## config.mk

```make
export PLATFORM = sky130hd
export DESIGN_NAME = vend_controller
export DESIGN_NICKNAME = d
export VERILOG_FILES = /design/src/rtl/vend_controller.sv
export SDC_FILE = /design/constraint.sdc
export NUM_CORES = 1
export LEC_CHECK = 0
export CORE_MARGIN = 1.5
export CORE_UTILIZATION = 55
export CTS_BUF_LIST = sky130_fd_sc_hd__clkbuf_4 sky130_fd_sc_hd__clkbuf_8
export CTS_CLUSTER_DIAMETER = 100
export DETAILED_ROUTE_END_ITERATION = 8
export DONT_BUFFER_PORTS = 1
export GPL_TIMING_DRIVEN = 0
export HOLD_SLACK_MARGIN = 0.03
export PLACE_DENSITY = 0.7
export SETUP_SLACK_MARGIN = 0.05
export SYNTH_ARGS = -nofsm -noshare
export SYNTH_HDL_FRONTEND = slang
export SYNTH_SLANG_ARGS = --single-unit
export TNS_END_PERCENT = 50
```

## constraint.sdc

```tcl
create_clock -name clk -period 3.8 [get_ports clk]
set_input_delay 0.76 -clock clk [delete_from_list [all_inputs] [get_ports clk]]
set_output_delay 0.76 -clock clk [all_outputs]
set_load 0.1 [all_outputs]
```

## src/rtl/vend_controller.sv

```systemverilog
// vend_controller: sequencing FSM for the drink vending machine.
// Tracks inserted credit against per-drink prices and stock sensors, drives
// the 7-segment display block (select/soma/bebida/flags), and pulses the
// dispense and refund strobes to the mechanism. All outputs are registered.
// Optional feature: define VEND_TIMEOUT_EN to auto-cancel after
// TIMEOUT_CYCLES of inactivity in CREDIT.
module vend_controller #(
  parameter logic [4:0]  PRICE1         = 5'd3,
  parameter logic [4:0]  PRICE2         = 5'd5,
  parameter logic [4:0]  PRICE3         = 5'd7,
  parameter logic [31:0] MSG_CYCLES     = 32'd50_000_000,
  parameter logic [31:0] TIMEOUT_CYCLES = 32'd500_000_000
) (
  input  logic       clk,
  input  logic       reset,
  input  logic       sel_strobe,
  input  logic [1:0] sel_drink,
  input  logic       note_strobe,
  input  logic [2:0] note_code,
  input  logic       cancel,
  input  logic [2:0] sensores,
  output logic [2:0] select,
  output logic [4:0] soma,
  output logic [1:0] bebida,
  output logic       cedulaINV,
  output logic       valoramais,
  output logic       dispense,
  output logic       refund,
  output logic [4:0] refund_value
);

  typedef enum logic [2:0] {
    S_IDLE, S_CREDIT, S_DISPENSE, S_CHANGE, S_MSG
  } state_t;

  state_t      state;
  state_t      ret_state;
  logic [4:0]  credit;
  logic [31:0] msg_timer;
  logic [5:0]  credit_sum;
  logic [4:0]  price_cur;
  logic        timeout_hit;
  logic        cancel_now;
  logic        msg_done;

  // Banknote code to currency value; invalid codes map to 0.
  function automatic logic [4:0] note_value(input logic [2:0] code);
    case (code)
      3'd1:    note_value = 5'd1;
      3'd2:    note_value = 5'd2;
      3'd3:    note_value = 5'd5;
      3'd4:    note_value = 5'd10;
      default: note_value = 5'd0;
    endcase
  endfunction

  function automatic logic note_valid(input logic [2:0] code);
    note_valid = (code >= 3'd1) && (code <= 3'd4);
  endfunction

  function automatic logic [4:0] price_of(input logic [1:0] d);
    case (d)
      2'd1:    price_of = PRICE1;
      2'd2:    price_of = PRICE2;
      2'd3:    price_of = PRICE3;
      default: price_of = 5'd0;
    endcase
  endfunction

  // One extra bit so an over-limit note is detected instead of wrapping.
  assign credit_sum = {1'b0, credit} + {1'b0, note_value(note_code)};
  assign price_cur  = price_of(bebida);
  assign msg_done   = (msg_timer == MSG_CYCLES - 32'd1);
  // A timeout behaves as a cancel but never outranks a real note.
  assign cancel_now = cancel || (!note_strobe && timeout_hit);

`ifdef VEND_TIMEOUT_EN
  logic [31:0] idle_cnt;
  assign timeout_hit = (state == S_CREDIT) && (idle_cnt == TIMEOUT_CYCLES - 32'd1);

  // Inactivity counter: runs only in CREDIT, restarts on any note or cancel.
  always_ff @(posedge clk) begin
    if (reset || state != S_CREDIT || cancel || note_strobe || timeout_hit)
      idle_cnt <= '0;
    else
      idle_cnt <= idle_cnt + 32'd1;
  end
`else
  // Without the timeout option CREDIT waits indefinitely; TIMEOUT_CYCLES is inert.
  assign timeout_hit = 1'b0 & (TIMEOUT_CYCLES == 32'd0);
`endif

  // Main controller FSM with registered display and strobe outputs.
  always_ff @(posedge clk) begin
    if (reset) begin
      state        <= S_IDLE;
      ret_state    <= S_IDLE;
      credit       <= '0;
      msg_timer    <= '0;
      select       <= '0;
      soma         <= '0;
      bebida       <= '0;
      cedulaINV    <= 1'b0;
      valoramais   <= 1'b0;
      dispense     <= 1'b0;
      refund       <= 1'b0;
      refund_value <= '0;
    end else begin
      dispense     <= 1'b0;
      refund       <= 1'b0;
      refund_value <= '0;
      unique case (state)
        S_IDLE: begin
          if (!cancel && note_strobe) begin
            state     <= S_MSG;
            ret_state <= S_IDLE;
            msg_timer <= '0;
            select    <= 3'd6;
            cedulaINV <= 1'b1;
          end else if (!cancel && sel_strobe && sel_drink != 2'd0) begin
            if (sensores[sel_drink - 2'd1]) begin
              state     <= S_MSG;
              ret_state <= S_IDLE;
              msg_timer <= '0;
              select    <= 3'd5;
            end else begin
              state  <= S_CREDIT;
              bebida <= sel_drink;
              credit <= '0;
              soma   <= '0;
              select <= 3'd2;
            end
          end
        end
        S_CREDIT: begin
          if (cancel_now) begin
            refund       <= (credit != 5'd0);
            refund_value <= credit;
            credit       <= '0;
            bebida       <= '0;
            soma         <= '0;
            select       <= 3'd7;
            state        <= S_MSG;
            ret_state    <= S_IDLE;
            msg_timer    <= '0;
          end else if (note_strobe) begin
            if (note_valid(note_code) && credit_sum <= 6'd31) begin
              credit <= credit_sum[4:0];
              soma   <= credit_sum[4:0];
              if (credit_sum[4:0] >= price_cur) begin
                state  <= S_DISPENSE;
                select <= 3'd3;
              end
            end else begin
              state     <= S_MSG;
              ret_state <= S_CREDIT;
              msg_timer <= '0;
              select    <= 3'd6;
              cedulaINV <= 1'b1;
            end
          end
        end
        S_DISPENSE: begin
          dispense  <= 1'b1;
          msg_timer <= '0;
          if (credit > price_cur) begin
            refund       <= 1'b1;
            refund_value <= credit - price_cur;
            valoramais   <= 1'b1;
            soma         <= credit - price_cur;
            select       <= 3'd4;
            state        <= S_CHANGE;
          end else begin
            select    <= 3'd3;
            state     <= S_MSG;
            ret_state <= S_IDLE;
          end
        end
        S_CHANGE, S_MSG: begin
          if (!msg_done) begin
            msg_timer <= msg_timer + 32'd1;
          end else begin
            msg_timer  <= '0;
            cedulaINV  <= 1'b0;
            valoramais <= 1'b0;
            if (state == S_MSG && ret_state == S_CREDIT) begin
              state  <= S_CREDIT;
              select <= 3'd2;
              soma   <= credit;
            end else begin
              state  <= S_IDLE;
              select <= '0;
              soma   <= '0;
              bebida <= '0;
              credit <= '0;
            end
          end
        end
        default: state <= S_IDLE;
      endcase
    end
  end

endmodule

```

==> impl_metrics.toml <==
[status]
status = "complete, no violations"

[yosys]
postSynthCellCount = 492
synthDistinctLibCells = 75
syn_area_um2 = 3910
synth.avg_cell_area_um2 = 7.94
synth_edf_count = 0
yosysWarnings = 0
synth_nets = 519
synth_ff_type = "dfxtp_1"
yosysSeqAreaShare_pct = 30.7
ys_ff_latch = 60
async_flop_share_pct = 0

[clocking]
hold_buffers = 0
cts_tree = "built"
cts_resized = 0
clock-sinks = 60
h-tree-depth = 3
clockBufferDepth = 2
clkTransAtPathRegs_ns = 0.07
cts-root-buf = "clkbuf_8"
cts-buffers-inserted = 9
worstSkewPairLatency_ns = 0.36
cts_setup_buffers = 0

[timing]
maxSlewHeadroom_pct = 29.2
rsz0062_at_grt = "false"
fmax_mhz = 302
finalClockSkew_ns = 0.00896
finalSetupViolCount = 0
worst_pin_slew_ns = 1.06
final.period_utilization_pct = 87.2
finalMaxSlewViolations = 0
fin_crit_ns = 3.31
hold_viol_final = 0
fin_setup_tns_ns = 0
setup_ws_ns = 0.487

[worst_setup_path]
cpPeakStageDelay_ns = 0.98
worstPathArrival_ns = 3.55
crit_path_end_kind = "flop"
crit_slowest_cell = "dfxtp_1"
crit_family = "simple AND/OR/NAND/NOR gates"
critPathRequiredTime_ns = 4.04
critPathBufInv = 1
worstPathCellList = "inv_1 > nand2_1 > ha_1 > nand2b_1 > a21o_1 > a21oi_1 > nor4b_4 > nor2_1 > mux2_2"
start_kind = "flop"
crit_fanout = 7
critical_path_class = "flop to flop"

[route]
drt_iter0_markers = 403
wl_per_cell_um = 19.2
postRouteAntennaNets = 0
num_vias = 4028
drcViolationCount = 0
routed_wl_um = 11600
dr.pass1.iters = 5
via_per_inst = 6.67

[finish]
drive_above_1_share_pct = 9.45
post-route-cell-area_um2 = 4210
area_growth_pct = 7.88
n_fill_cell = 665
final_nets = 530
antenna_cells = 0

[die]
start_util_pct = 57.2
dieWidth_um = 87.3
die_height_um = 87.3
num_rows = 30
die_area_um2 = 7620
ios = 32
core_area_um2 = 6830

[global_route]
antenna_found_initial = 0
grt.total_usage_pct = 32.2
grt_overflow = 0
grt_pass1_wl_um = 18900
grt_max_degree = 11
first_global_vias = 3747

[power]
power.share.clock_pct = 19.3
p_comb_share_pct = 41.1
p_seq_share_pct = 39.6
p_sw_share_pct = 50.6
ir_worst_vdd_mv = 0.431
p_per_area_nw_per_um2 = 682
p_int_mw = 1.42
leakage_nw = 1.47
p_sw_mw = 1.45

[placed_design]
place_worst_setup_slack_ns = 0.449
place_congestion = 0.957
port_buffers = 0
dpl_cell_area_um2 = 4030
post-dp-hpwl_um = 8620

[flow_run]
cap_violations = 0

[min_path]
hold_class = "flop to flop"
[synth_stat cells, types with 4 or more instances]
library cell	number	area share, %
a211oi_1	8	1.5
a21o_1	5	0.96
a21oi_1	30	3.8
a22oi_1	5	0.96
a311oi_1	14	3.1
a31oi_1	10	1.6
a41oi_1	4	0.90
and3_1	12	1.9
and4_1	5	1.1
buf_2	4	0.51
clkbuf_1	19	1.8
dfxtp_1	60	31
ha_1	12	3.8
inv_1	18	1.7
mux2_2	5	1.4
nand2_1	44	4.2
nand2b_1	7	1.1
nand3_1	24	3.1
nand3b_1	5	0.96
nand4_1	9	1.4
nor2_1	38	3.7
nor2b_1	9	1.4
nor3_1	19	2.4
nor4_1	7	1.1
o211a_1	5	1.3
o21a_1	6	1.2
o21ai_0	20	2.6
o32ai_1	4	0.90
or2_2	5	0.80
or4_1	4	0.77
xnor2_1	4	0.90
[registers in the layout (all words and copies together) (netlist names)]
signal and flops:
credit 5, bebida 2, cedulaINV 1, dispense 1, valoramais 1, soma 5, select 3, refund 1
ret_state 1, refund_value 5, msg_timer 32, state 3
[path summary, 6_finish.rpt]
kind	depth (start not counted)	end	slack (ns)	from
setup / recovery	9	select[2]$_SDFFE_PP0P_	0.49	bebida[0]$_SDFFE_PP0P_
hold / removal	1	msg_timer[31]$_SDFFE_PP0P_	0.49	msg_timer[31]$_SDFFE_PP0P_
setup reg to reg	9	select[2]$_SDFFE_PP0P_	0.49	bebida[0]$_SDFFE_PP0P_
hold reg to reg	1	msg_timer[31]$_SDFFE_PP0P_	0.49	msg_timer[31]$_SDFFE_PP0P_
[cell type report]
class	count	area [um^2]	share of cell area [%]
flip-flops and latches	60	1200	28.5
clock inverters	4	22.5	0.534
inverters	18	67.6	1.60
multi-input cells	386	2510	59.5
clock buffers	12	165	3.92
well taps	96	120	2.85
plain buffers	28	129	3.06
[kinds of logic after synthesis]
family	synth area share, %
fa+ha+maj	5.12
simple gates	28.5
xor+xnor	1.12
compound gates	28.1
buf+inv	5.03
mux	1.44
flops	30.7
[power groups by stage]
| stage | combinational [mW] | clock (mW) | sequential, mW |
|---|---|---|---|
| 2_1_floorplan | 0.867 | 0 | 1.13 |
| 3_3_place_gp | 1.14 | 0 | 1.15 |
| 3_5_place_dp | 1.15 | 0 | 1.15 |
| 4_1_cts | 1.16 | 0.556 | 1.14 |
| 5_1_grt | 1.29 | 0.593 | 1.15 |
| 6_report | 1.18 | 0.556 | 1.14 |
[through the flow]
step | hold slack [ns] | utilization [%] | power, mW | std cells
floorplan | 0.440 | - | 2.00 | 492
global placement | 0.466 | 58.9 | 2.28 | 588
detailed placement | 0.467 | 58.9 | 2.30 | 588
CTS | 0.483 | 61.7 | 2.85 | 604
global route | 0.525 | 61.7 | 3.03 | 604
finish | 0.494 | 61.7 | 2.87 | 604
[placed cells by master, fill, tap and decap left out, drive strengths merged, types with 4 or more instances in the layout]
cell type and count:
a22oi 5, a41oi 4, nand2b 7, nand3b 5
nand3 24, a21o 5, clkbuf 31, a21oi 30
a211oi 8, nor2b 9, a31oi 10, o211a 5
o21a 6, dfxtp 60, o32ai 4, mux2 5
inv 18, ha 12, and3 12, and4 5
xnor2 4, or4 4, a311oi 15, nand2 44
nor3 20, buf 9, o21ai 24, nor4 7
nor2 40, or2 6, nand4 9
[per-layer routing]
metal	vias up	routed length (um)	track usage, %	share of wire [%]
met4	0	213	11.0	1.8
met1	1916	5320	46.6	46
met2	190	5030	46.9	43
met5	-	0	0	0
met3	23	1060	7.30	9.2
li1	1899	-	-	-
[worst register-to-register path, delay by kind of cell (launching register included)]
family	cells	cell delay, ns
compound gates	2	0.36
fa+ha+maj	1	0.24
buf+inv	1	0.34
flops	1	0.98
mux	1	0.29
simple gates	4	0.98
No activity file was read; power rests on OpenSTA's default activity.
